<file path="src/rtl/csr_pkg.sv">
// Shared CSR definitions: access-type encodings matching csr.h, Zicsr funct3 values,
// unit FSM states and the captured-request record.
package csr_pkg;

    typedef enum logic [1:0] {
        CSR_READ_ONLY = 2'd0,
        CSR_WRITE     = 2'd1,
        CSR_SET       = 2'd2,
        CSR_CLEAR     = 2'd3
    } csr_access_t;

    localparam logic [2:0] FUNCT3_CSRRW  = 3'b001;
    localparam logic [2:0] FUNCT3_CSRRS  = 3'b010;
    localparam logic [2:0] FUNCT3_CSRRC  = 3'b011;
    localparam logic [2:0] FUNCT3_CSRRWI = 3'b101;
    localparam logic [2:0] FUNCT3_CSRRSI = 3'b110;
    localparam logic [2:0] FUNCT3_CSRRCI = 3'b111;

    typedef enum logic [1:0] {
        ST_IDLE   = 2'd0,
        ST_ACCESS = 2'd1,
        ST_WB     = 2'd2
    } state_t;

    typedef struct packed {
        logic [2:0]  funct3;
        logic [11:0] csr;
        logic [4:0]  rs1_idx;
        logic [31:0] rs1_value;
        logic [4:0]  rd;
    } csr_req_t;

endpackage

</file>
<file path="src/rtl/csr_access_unit_if.sv">
// Request, CSR-bus and writeback signals of the CSR access unit.
// slave = the unit, master = the surrounding pipeline / CSR file.
interface csr_access_unit_if;
    import csr_pkg::*;

    logic        req_valid;
    logic        req_ready;
    logic [2:0]  req_funct3;
    logic [11:0] req_csr;
    logic [4:0]  req_rs1_idx;
    logic [31:0] req_rs1_value;
    logic [4:0]  req_rd;

    logic [11:0] csr_number;
    csr_access_t csr_access_type;
    logic [31:0] csr_wdata;
    logic [31:0] csr_rdata;

    logic        wb_valid;
    logic        wb_ready;
    logic [4:0]  wb_rd;
    logic [31:0] wb_data;
    logic        wb_illegal;

    modport slave (
        input  req_valid, req_funct3, req_csr, req_rs1_idx, req_rs1_value, req_rd,
        input  csr_rdata, wb_ready,
        output req_ready, csr_number, csr_access_type, csr_wdata,
        output wb_valid, wb_rd, wb_data, wb_illegal
    );

    modport master (
        output req_valid, req_funct3, req_csr, req_rs1_idx, req_rs1_value, req_rd,
        output csr_rdata, wb_ready,
        input  req_ready, csr_number, csr_access_type, csr_wdata,
        input  wb_valid, wb_rd, wb_data, wb_illegal
    );

endinterface

</file>
<file path="src/rtl/csr_access_decode.sv">
// Combinational Zicsr decode: funct3/rs1/csr -> bus access type, write operand, illegal flag.
// Optional CSR_ILLEGAL_CHECK_EN enables illegal-instruction detection.
module csr_access_decode
    import csr_pkg::*;
(
    input  logic [2:0]  funct3,
    input  logic [4:0]  rs1_idx,
    input  logic [11:0] csr,
    input  logic [31:0] rs1_value,
    output csr_access_t access_type,
    output logic [31:0] wdata,
    output logic        illegal
);

    csr_access_t base_type;

    always_comb begin
        // NOTE: default assigned first so no path leaves base_type unassigned (no latch).
        base_type = CSR_READ_ONLY;
        case (funct3)
            FUNCT3_CSRRW, FUNCT3_CSRRWI: base_type = CSR_WRITE;
            FUNCT3_CSRRS, FUNCT3_CSRRSI: base_type = (rs1_idx != 5'd0) ? CSR_SET : CSR_READ_ONLY;
            FUNCT3_CSRRC, FUNCT3_CSRRCI: base_type = (rs1_idx != 5'd0) ? CSR_CLEAR : CSR_READ_ONLY;
            default:                     base_type = CSR_READ_ONLY;
        endcase
    end

    // Immediate forms carry the rs1 field itself as a zero-extended uimm.
    assign wdata = funct3[2] ? {27'd0, rs1_idx} : rs1_value;

`ifdef CSR_ILLEGAL_CHECK_EN
    // Address space 0xC00-0xFFF is read-only; any modifying access there is illegal.
    assign illegal = (funct3[1:0] == 2'b00) ||
                     ((base_type != CSR_READ_ONLY) && (csr[11:10] == 2'b11));
`else
    logic unused_csr;
    assign unused_csr = ^csr;
    assign illegal    = 1'b0;
`endif

    assign access_type = illegal ? CSR_READ_ONLY : base_type;

endmodule

</file>
<file path="src/rtl/csr_access_unit.sv">
// Zicsr execution unit: IDLE -> ACCESS (one cycle on the CSR bus) -> WB (held until consumed).
// Build option CSR_ILLEGAL_CHECK_EN (see csr_access_decode) adds illegal-instruction flagging.
module csr_access_unit
    import csr_pkg::*;
(
    input  logic              clk,
    input  logic              reset_n,
    csr_access_unit_if.slave  bus
);

    state_t      state_q, state_d;
    csr_req_t    req_q;
    logic [31:0] wb_data_q;
    logic        wb_illegal_q;

    csr_access_t dec_type;
    logic [31:0] dec_wdata;
    logic        dec_illegal;

    csr_access_decode u_decode (
        .funct3      (req_q.funct3),
        .rs1_idx     (req_q.rs1_idx),
        .csr         (req_q.csr),
        .rs1_value   (req_q.rs1_value),
        .access_type (dec_type),
        .wdata       (dec_wdata),
        .illegal     (dec_illegal)
    );

    always_ff @(posedge clk or negedge reset_n) begin
        // NOTE: sequential state uses non-blocking assignments so all flops update together.
        if (!reset_n) state_q <= ST_IDLE;
        else          state_q <= state_d;
    end

    always_comb begin
        state_d = state_q;
        case (state_q)
            ST_IDLE:   if (bus.req_valid) state_d = ST_ACCESS;
            ST_ACCESS: state_d = ST_WB;
            ST_WB:     if (bus.wb_ready) state_d = ST_IDLE;
            default:   state_d = ST_IDLE;
        endcase
    end

    // Outside ACCESS the bus must read only: the responder commits on every edge.
    always_comb begin
        bus.req_ready       = (state_q == ST_IDLE);
        bus.wb_valid        = (state_q == ST_WB);
        bus.csr_access_type = (state_q == ST_ACCESS) ? dec_type : CSR_READ_ONLY;
    end

    always_ff @(posedge clk or negedge reset_n) begin
        if (!reset_n) begin
            req_q        <= '0;
            wb_data_q    <= '0;
            wb_illegal_q <= 1'b0;
        end else begin
            if (state_q == ST_IDLE && bus.req_valid) begin
                req_q <= '{funct3:    bus.req_funct3,
                           csr:       bus.req_csr,
                           rs1_idx:   bus.req_rs1_idx,
                           rs1_value: bus.req_rs1_value,
                           rd:        bus.req_rd};
            end
            // Same edge that commits the write, so the pre-write value is captured.
            if (state_q == ST_ACCESS) begin
                wb_data_q    <= dec_illegal ? 32'd0 : bus.csr_rdata;
                wb_illegal_q <= dec_illegal;
            end
        end
    end

    assign bus.csr_number = req_q.csr;
    assign bus.csr_wdata  = dec_wdata;
    assign bus.wb_rd      = req_q.rd;
    assign bus.wb_data    = wb_data_q;
    assign bus.wb_illegal = wb_illegal_q;

endmodule
</file>
<file path="src/flat_wrapper.sv">
// flat-port wrapper written by rule: the top's interface ports become plain ports
module csr_access_unit_flat import csr_pkg::*;
  (clk, reset_n, bus_req_valid, bus_req_funct3, bus_req_csr, bus_req_rs1_idx, bus_req_rs1_value, bus_req_rd, bus_csr_rdata, bus_wb_ready, bus_req_ready, bus_csr_number, bus_csr_access_type, bus_csr_wdata, bus_wb_valid, bus_wb_rd, bus_wb_data, bus_wb_illegal);
  csr_access_unit_if bus_i ();
  input  logic clk;
  input  logic reset_n;
  input wire logic [$bits(bus_i.req_valid)-1:0] bus_req_valid;
  input wire logic [$bits(bus_i.req_funct3)-1:0] bus_req_funct3;
  input wire logic [$bits(bus_i.req_csr)-1:0] bus_req_csr;
  input wire logic [$bits(bus_i.req_rs1_idx)-1:0] bus_req_rs1_idx;
  input wire logic [$bits(bus_i.req_rs1_value)-1:0] bus_req_rs1_value;
  input wire logic [$bits(bus_i.req_rd)-1:0] bus_req_rd;
  input wire logic [$bits(bus_i.csr_rdata)-1:0] bus_csr_rdata;
  input wire logic [$bits(bus_i.wb_ready)-1:0] bus_wb_ready;
  output wire logic [$bits(bus_i.req_ready)-1:0] bus_req_ready;
  output wire logic [$bits(bus_i.csr_number)-1:0] bus_csr_number;
  output wire logic [$bits(bus_i.csr_access_type)-1:0] bus_csr_access_type;
  output wire logic [$bits(bus_i.csr_wdata)-1:0] bus_csr_wdata;
  output wire logic [$bits(bus_i.wb_valid)-1:0] bus_wb_valid;
  output wire logic [$bits(bus_i.wb_rd)-1:0] bus_wb_rd;
  output wire logic [$bits(bus_i.wb_data)-1:0] bus_wb_data;
  output wire logic [$bits(bus_i.wb_illegal)-1:0] bus_wb_illegal;
  assign bus_i.req_valid = bus_req_valid;
  assign bus_i.req_funct3 = bus_req_funct3;
  assign bus_i.req_csr = bus_req_csr;
  assign bus_i.req_rs1_idx = bus_req_rs1_idx;
  assign bus_i.req_rs1_value = bus_req_rs1_value;
  assign bus_i.req_rd = bus_req_rd;
  assign bus_i.csr_rdata = bus_csr_rdata;
  assign bus_i.wb_ready = bus_wb_ready;
  assign bus_req_ready = bus_i.req_ready;
  assign bus_csr_number = bus_i.csr_number;
  assign bus_csr_access_type = bus_i.csr_access_type;
  assign bus_csr_wdata = bus_i.csr_wdata;
  assign bus_wb_valid = bus_i.wb_valid;
  assign bus_wb_rd = bus_i.wb_rd;
  assign bus_wb_data = bus_i.wb_data;
  assign bus_wb_illegal = bus_i.wb_illegal;
  csr_access_unit u_core (.clk(clk), .reset_n(reset_n), .bus(bus_i));
endmodule
</file>
<file path="config.mk">
export PLATFORM = sky130hd
export DESIGN_NAME = csr_access_unit_flat
export DESIGN_NICKNAME = d
export VERILOG_FILES = /design/src/rtl/csr_pkg.sv /design/src/rtl/csr_access_unit_if.sv /design/src/rtl/csr_access_decode.sv /design/src/rtl/csr_access_unit.sv /design/src/flat_wrapper.sv
export SDC_FILE = /design/constraint.sdc
export NUM_CORES = 1
export LEC_CHECK = 0
export ABC_AREA = 1
export CAP_MARGIN = 5
export CORE_ASPECT_RATIO = 2
export CORE_MARGIN = 4
export CORE_UTILIZATION = 42
export DETAILED_ROUTE_END_ITERATION = 16
export PLACE_DENSITY = 0.81
export SYNTH_ARGS = -nofsm -noshare
export SYNTH_HDL_FRONTEND = slang
export SYNTH_SLANG_ARGS = --single-unit
</file>
<file path="constraint.sdc">
create_clock -name clk -period 1.2 [get_ports clk]
set_input_delay 0.18 -clock clk [delete_from_list [all_inputs] [get_ports clk]]
set_output_delay 0.18 -clock clk [all_outputs]
set_load 0.02 [all_outputs]
</file>
Word level (Yosys, flattened, before mapping)
Cells that the tools add are included.
{"block": "word_totals", "elab_cells": 32, "register_bits": 91, "out_inout_bits": 86, "in_bits": 93}
{"block": "op_classes", "eq_ne": 10, "mux": 8, "reduce_logical": 7}
{"operator": "$mux 32", "count": 1}
{"operator": "$pmux 2 s3", "count": 2}
{"operator": "$mux 2", "count": 5}
{"operator": "$eq 3x3->1 const B", "count": 3}
{"operator": "$eq 3x2->1 const B", "count": 2}
{"operator": "$reduce_or 2->1", "count": 3}
{"operator": "$reduce_bool 5->1", "count": 1}
{"operator": "$ne 2x2->1 const B", "count": 2}
{"operator": "$eq 3x1->1 const B", "count": 1}
{"operator": "$eq 2x1->1 const B", "count": 1}
{"operator": "$eq 2x2->1 const B", "count": 1}
{"operator": "$logic_not 2->1", "count": 1}
{"operator": "$reduce_and 2->1", "count": 1}
{"operator": "$logic_and 1x1->1", "count": 1}

Depth between registers and ports, before layout
{"block": "depth", "ltp_word": 4, "ltp_mapped": 6, "ltp_nobuf": 5}

By module
A second synthesis with hierarchy kept.
{"block": "hier_totals", "hier_cells": 506, "area_unflattened_um2": 4141.5}
{"module": "csr_access_unit", "area_per_inst_um2": 3757.4, "seq_area_each_um2": 2302.2, "n_inst": 1, "cells_each": 420}
{"module": "csr_access_decode", "area_per_inst_um2": 384.1, "seq_area_each_um2": 0.0, "n_inst": 1, "cells_each": 86}

Least setup slack after synthesis
No wires, ideal clock.
{"block": "synth_path", "kind": "reg2out", "from": "register u_core.req_q[56] (netlist name)", "to": "output bus_csr_wdata[11]", "required_ns": 1.020, "slack_ns": 0.004, "n_path_buf": 2, "arrival_ns": 1.016, "path_stages_with_launch": 4, "path_cell_list": "dfrtp_1 buf_2 buf_1 nor2_1"}
{"block": "synth_via", "elab_chain_len": 1}
{"element": "start, declared", "line": "csr_access_unit.sv:12", "source": "csr_req_t req_q;"}
{"element": "start signal, assigned", "line": "csr_access_unit.sv:60", "source": "req_q <= '{funct3: bus.req_funct3,"}
{"element": "$mux 32", "line": "csr_access_decode.sv:29", "source": "assign wdata = funct3[2] ? {27'd0, rs1_idx} : rs1_value;"}
{"element": "end, declared", "line": "flat_wrapper.sv:18", "source": "output wire logic [$bits(bus_i.csr_wdata)-1:0] bus_csr_wdata;"}
No other way between the ends.

Final worst setup path
{"block": "layout_path", "from": "register u_core.req_q[41] (netlist name)", "to": "output bus_csr_access_type[0]"}
{"block": "layout_via", "elab_chain_len": 4}
{"element": "$reduce_bool 5->1", "line": "csr_access_decode.sv:23", "source": "FUNCT3_CSRRC, FUNCT3_CSRRCI: base_type = (rs1_idx != 5'd0) ? CSR_CLEAR : CSR_READ_ONLY;"}
{"element": "$mux 2", "line": "csr_access_decode.sv:23"}
{"element": "$pmux 2 s3", "line": "csr_access_decode.sv:20", "source": "case (funct3)"}
{"element": "$mux 2", "line": "csr_access_unit.sv:50", "source": "bus.csr_access_type = (state_q == ST_ACCESS) ? dec_type : CSR_READ_ONLY;"}
{"element": "end, declared", "line": "flat_wrapper.sv:17", "source": "output wire logic [$bits(bus_i.csr_access_type)-1:0] bus_csr_access_type;"}
No other way between the ends.

==> flow_results.org <==
** Timing
- Clock tree skew after final layout :: 0.002934 ns
- The tightest hold path in the finished design has a slack of around 0.29 ns.
- The number of pins with negative max-slew slack in the final report came to 0.
- Sum of negative setup slack :: -22.38 ns
- Final worst path period share :: 125.1%
- Counting I/O delays and the setup requirement, the final critical path takes 1.501 ns.
- Setup repair after global routing missed its margin :: yes
- Setup violations remaining at the end of the flow were counted as between 100 and 150.
- The number of endpoints with negative hold slack in the final report came to 0.
- Across all setup checks in the final design, the least slack found is -0.3013 ns.
- Achievable Freq :: 0.6661 GHz

** Power
- Gate power share :: 61.3%
- IR analysis of the VDD net gives a maximum drop of 0.001677 V.
- Cell internal power was estimated by the tool at 12.26 mW.
- P per Cell Area :: 2777 mW/mm^2
- Leakage power total :: around 3.9 nW
- In this run the power spent charging and discharging nets is 8.875 mW.
- Switching fraction of total power :: roughly two fifths
- Power share of the sequential group :: about a quarter
- The clock network accounts for 13.1% of the total power.

** Global route
- The number of antenna violations at the first check in global routing came to 3.
- The first global-routing pass estimated 21,410 um of wire.
- All-layer global routing usage :: 25.54%
- The number of global-route vias before repair was 4,222.
- Entering global routing, the biggest net connects between 40 and 50 pins.
- The total overflow left after global routing is 0.

** Detailed routing
- For this block, the initial DRC count from the detailed router was 165.
- Total wire length after detailed routing :: 15,380 um
- After detailed routing, the average wire length per cell comes to 19.64 um.
- Total number of vias :: 3,921
- Mean number of vias per cell :: about 5
- In the routed design, unresolved DRC markers number 0.
- In this run the remaining antenna-violating nets after routing total 0.
- The first detailed-routing pass ran for 4 iterations.

** Setup path
- Crit path cell chain :: nor2_1 -> nand3_1 -> nor2_1 -> nor2_1 -> buf_2
- The critical path is of the reg2out type.
- Critical Path Sink Type :: primary output
- In this design, the stage delay of the slowest critical-path cell is 0.39 ns.
- Crit-path leading delay family :: simple AND/OR/NAND/NOR gates
- CP bufs+invs :: 1
- Cell at the slowest stage of the critical path :: sky130_fd_sc_hd__dfrtp_1
- Startpoint kind of the worst setup timing path :: flop
- At the worst endpoint, the arrival time is 1.32 ns.
- By instance count, the cell type seen most on the critical path is sky130_fd_sc_hd__nor2_1.
- Along the worst path, the maximum fanout reaches 2.
- Worst Path Required :: 1.02 ns

** Synthesis
- After synthesis, the share of flip-flops with an asynchronous set or reset is 100.0%.
- Avg Inst Size Synth :: 8.650 sq um
- The number of nets handed over by synthesis was 545.
- Count of flip-flops with a built-in enable after synthesis :: 0
- Sequential fraction of the synthesis area :: 58.24%
- After synthesis, the largest area contributor takes up 58.24% of total cell area.
- Number of distinct library cell variants in the gate-level netlist after synthesis :: 19
- Among all flip-flop cells after synthesis, the most frequent one is sky130_fd_sc_hd__dfrtp_1.
- Ranked by total cell area, the synthesized netlist is headed by sky130_fd_sc_hd__dfrtp_1, sky130_fd_sc_hd__nand2_1, sky130_fd_sc_hd__buf_4, sky130_fd_sc_hd__inv_1, sky130_fd_sc_hd__nor2_1.
- Top-count cell post-synth :: sky130_fd_sc_hd__nand2_1
- Synthesis handed over a netlist of 452 instances.
- Cell taking the most area after synthesis :: sky130_fd_sc_hd__dfrtp_1
- In this run, synthesis produced a sequential element count of between 90 and 100.
- The Yosys step of the flow raised 0 warnings.
- The cell area that synthesis handed to floorplanning was 0.003910 sq mm.
- Sorting the synthesized cells by how often they occur yields sky130_fd_sc_hd__nand2_1, sky130_fd_sc_hd__dfrtp_1, sky130_fd_sc_hd__inv_1, sky130_fd_sc_hd__nor2_1, sky130_fd_sc_hd__buf_4.

** Floorplan
- Floorplan die height :: around 140 um
- Core Region :: 0.009074 sq mm
- Starting utilization of the core area :: between 40 and 50%
- The floorplan step defined a die boundary enclosing around 0.011 sq mm.
- In this run the horizontal extent of the chip is 76.23 um.
- Pin placement for this block handled 179 I/O pins.
- The floorplan has 49 rows.

** Layout
- Layout overhead on the synthesized area :: 94.66%
- Final net count :: between 700 and 800
- The post-route netlist has 53.54% of its cells at a drive strength greater than 1.
- Filler cell count in the final layout :: between 400 and 500
- Utilization of the core after routing :: 83.88%

** Clocking
- CTS clock-pin slew for the worst setup and hold paths :: around 0.060 ns
- The H-tree generated during clock tree synthesis spans 3 levels.
- In this run the deepest clock path goes through 2 buffers.
- Clk Tree Root Cell :: sky130_fd_sc_hd__clkbuf_16
- Clock Latency Late Sink :: 0.34 ns
- The clock net in this run drives a total of between 90 and 100 sinks.
- TritonCTS built the clock tree.
- Counting the buffers created by CTS gives 9.

** Outcome
- Violated checks :: negative setup slack
- Result of the run :: finished, violations left

** Place
- After legalization and detailed placement, the total HPWL measured 8807 um.
- In this run the tool buffered the top-level ports with around 180 buffer cells.
- Routability-driven placement finished with a final weighted congestion of between 0.8 and 0.9.

** Min path
- The min-delay analysis places its worst path in the category in2async.

** Flow run
- Maxcap violations :: 0
-- metrics by stage --
step | instances | instance area (sq um) | total power [mW] | setup WS [ns]
2_1_floorplan | 452 | 3910 | 10.27 | 0.003704
3_3_place_gp | 727 | 5862 | 14.25 | -0.3359
3_5_place_dp | 727 | 5862 | 14.59 | -0.3964
4_1_cts | 779 | 7048 | 19.46 | -0.2526
5_1_grt | 783 | 7611 | 22.16 | -0.3489
6_report | 783 | 7611 | 21.14 | -0.3013
-- sequential cells by signal, summed over array words and instances (netlist names) --
| signal | count |
|---|---|
| u_core.bus.csr_number | 12 |
| u_core.bus.wb_rd | 5 |
| u_core.req_q | 40 |
| u_core.state_q | 2 |
| u_core.bus.wb_data | 32 |
-- power by group through the flow --
stage	clock network, mW	registers, mW	logic [mW]
4_1_cts	2.78	5.24	11.4
3_3_place_gp	0	5.18	9.07
6_report	2.76	5.42	13.0
3_5_place_dp	0	5.26	9.33
5_1_grt	2.93	5.56	13.7
2_1_floorplan	0	5.79	4.48
-- path summary, 6_finish.rpt --
kind                       slack [ns]                               from                              endpoint  depth (start not counted)
min reg2reg                      0.48  u_core.bus.wb_data[2]$_DFFE_PN0P_     u_core.bus.wb_data[2]$_DFFE_PN0P_                          2
max                             -0.30       u_core.req_q[41]$_DFFE_PN0P_                bus_csr_access_type[0]                          5
max in group asynchronous        0.40                            reset_n     u_core.bus.wb_data[4]$_DFFE_PN0P_                          3
min                              0.29                            reset_n          u_core.req_q[15]$_DFFE_PN0P_                          2
min in group clk                 0.37                     bus_req_csr[2]  u_core.bus.csr_number[2]$_DFFE_PN0P_                          3
max reg2reg                     -0.26      u_core.state_q[1]$_DFFE_PN0P_          u_core.req_q[26]$_DFFE_PN0P_                          9
-- timing repair --
action	in CTS	in global routing
gates resized for setup	417	252
gates cloned	16	5
hold endpoints to repair	19	0
setup buffers	21	8
pin swaps	29	25
hold buffers	1	0
setup endpoints to repair	175	151
-- layout make-up --
cell class	count	area [sq um]	share of cell area (%)
multi-input combinational	284	1956	25.69
clock buffer	11	242.7	3.189
timing repair buffer	249	2745	36.07
timing repair inverter	2	32.53	0.4274
inverter	38	181.4	2.384
antenna	3	7.507	0.09864
tap	102	127.6	1.677
clock inverter	3	40.04	0.5261
sequential	91	2278	29.94
-- metal layers --
metal  global-route usage, %  wire [um]  vias up
met5                       0          0        -
met4                   17.77        798        0
met3                   3.554        607       49
met2                   48.86       9107      169
met1                   25.04       4861     1915
li1                        -          -     1788
-- cell families (layout without fill, tap and decap cells) --
| group | Yosys count | in the layout | share of synthesized area (%) |
|---|---|---|---|
| AOI/OAI and AO/OA | 39 | 39 | 5.952 |
| buffers and inverters | 77 | 303 | 11.65 |
| DFF | 91 | 91 | 58.24 |
| other | 1 | 4 | 0.09591 |
| and+or+nand+nor | 244 | 244 | 24.06 |
-- cell usage in the layout, fill, tap and decap left out, drive strengths merged --
master / synthesis / routed
buf: 37 / 116
dfrtp: 91 / 91
clkdlybuf4s15: 0 / 22
bufinv: 0 / 1
nand3: 2 / 2
a21oi: 1 / 1
clkinv: 0 / 4
clkbuf: 2 / 30
clkdlybuf4s50: 0 / 91
nor2: 34 / 34
inv: 38 / 38
diode: 0 / 3
conb: 1 / 1
o21ai: 38 / 38
dlygate4sd3: 0 / 1
nand2: 208 / 208
Power figures use the tool's default switching activity.
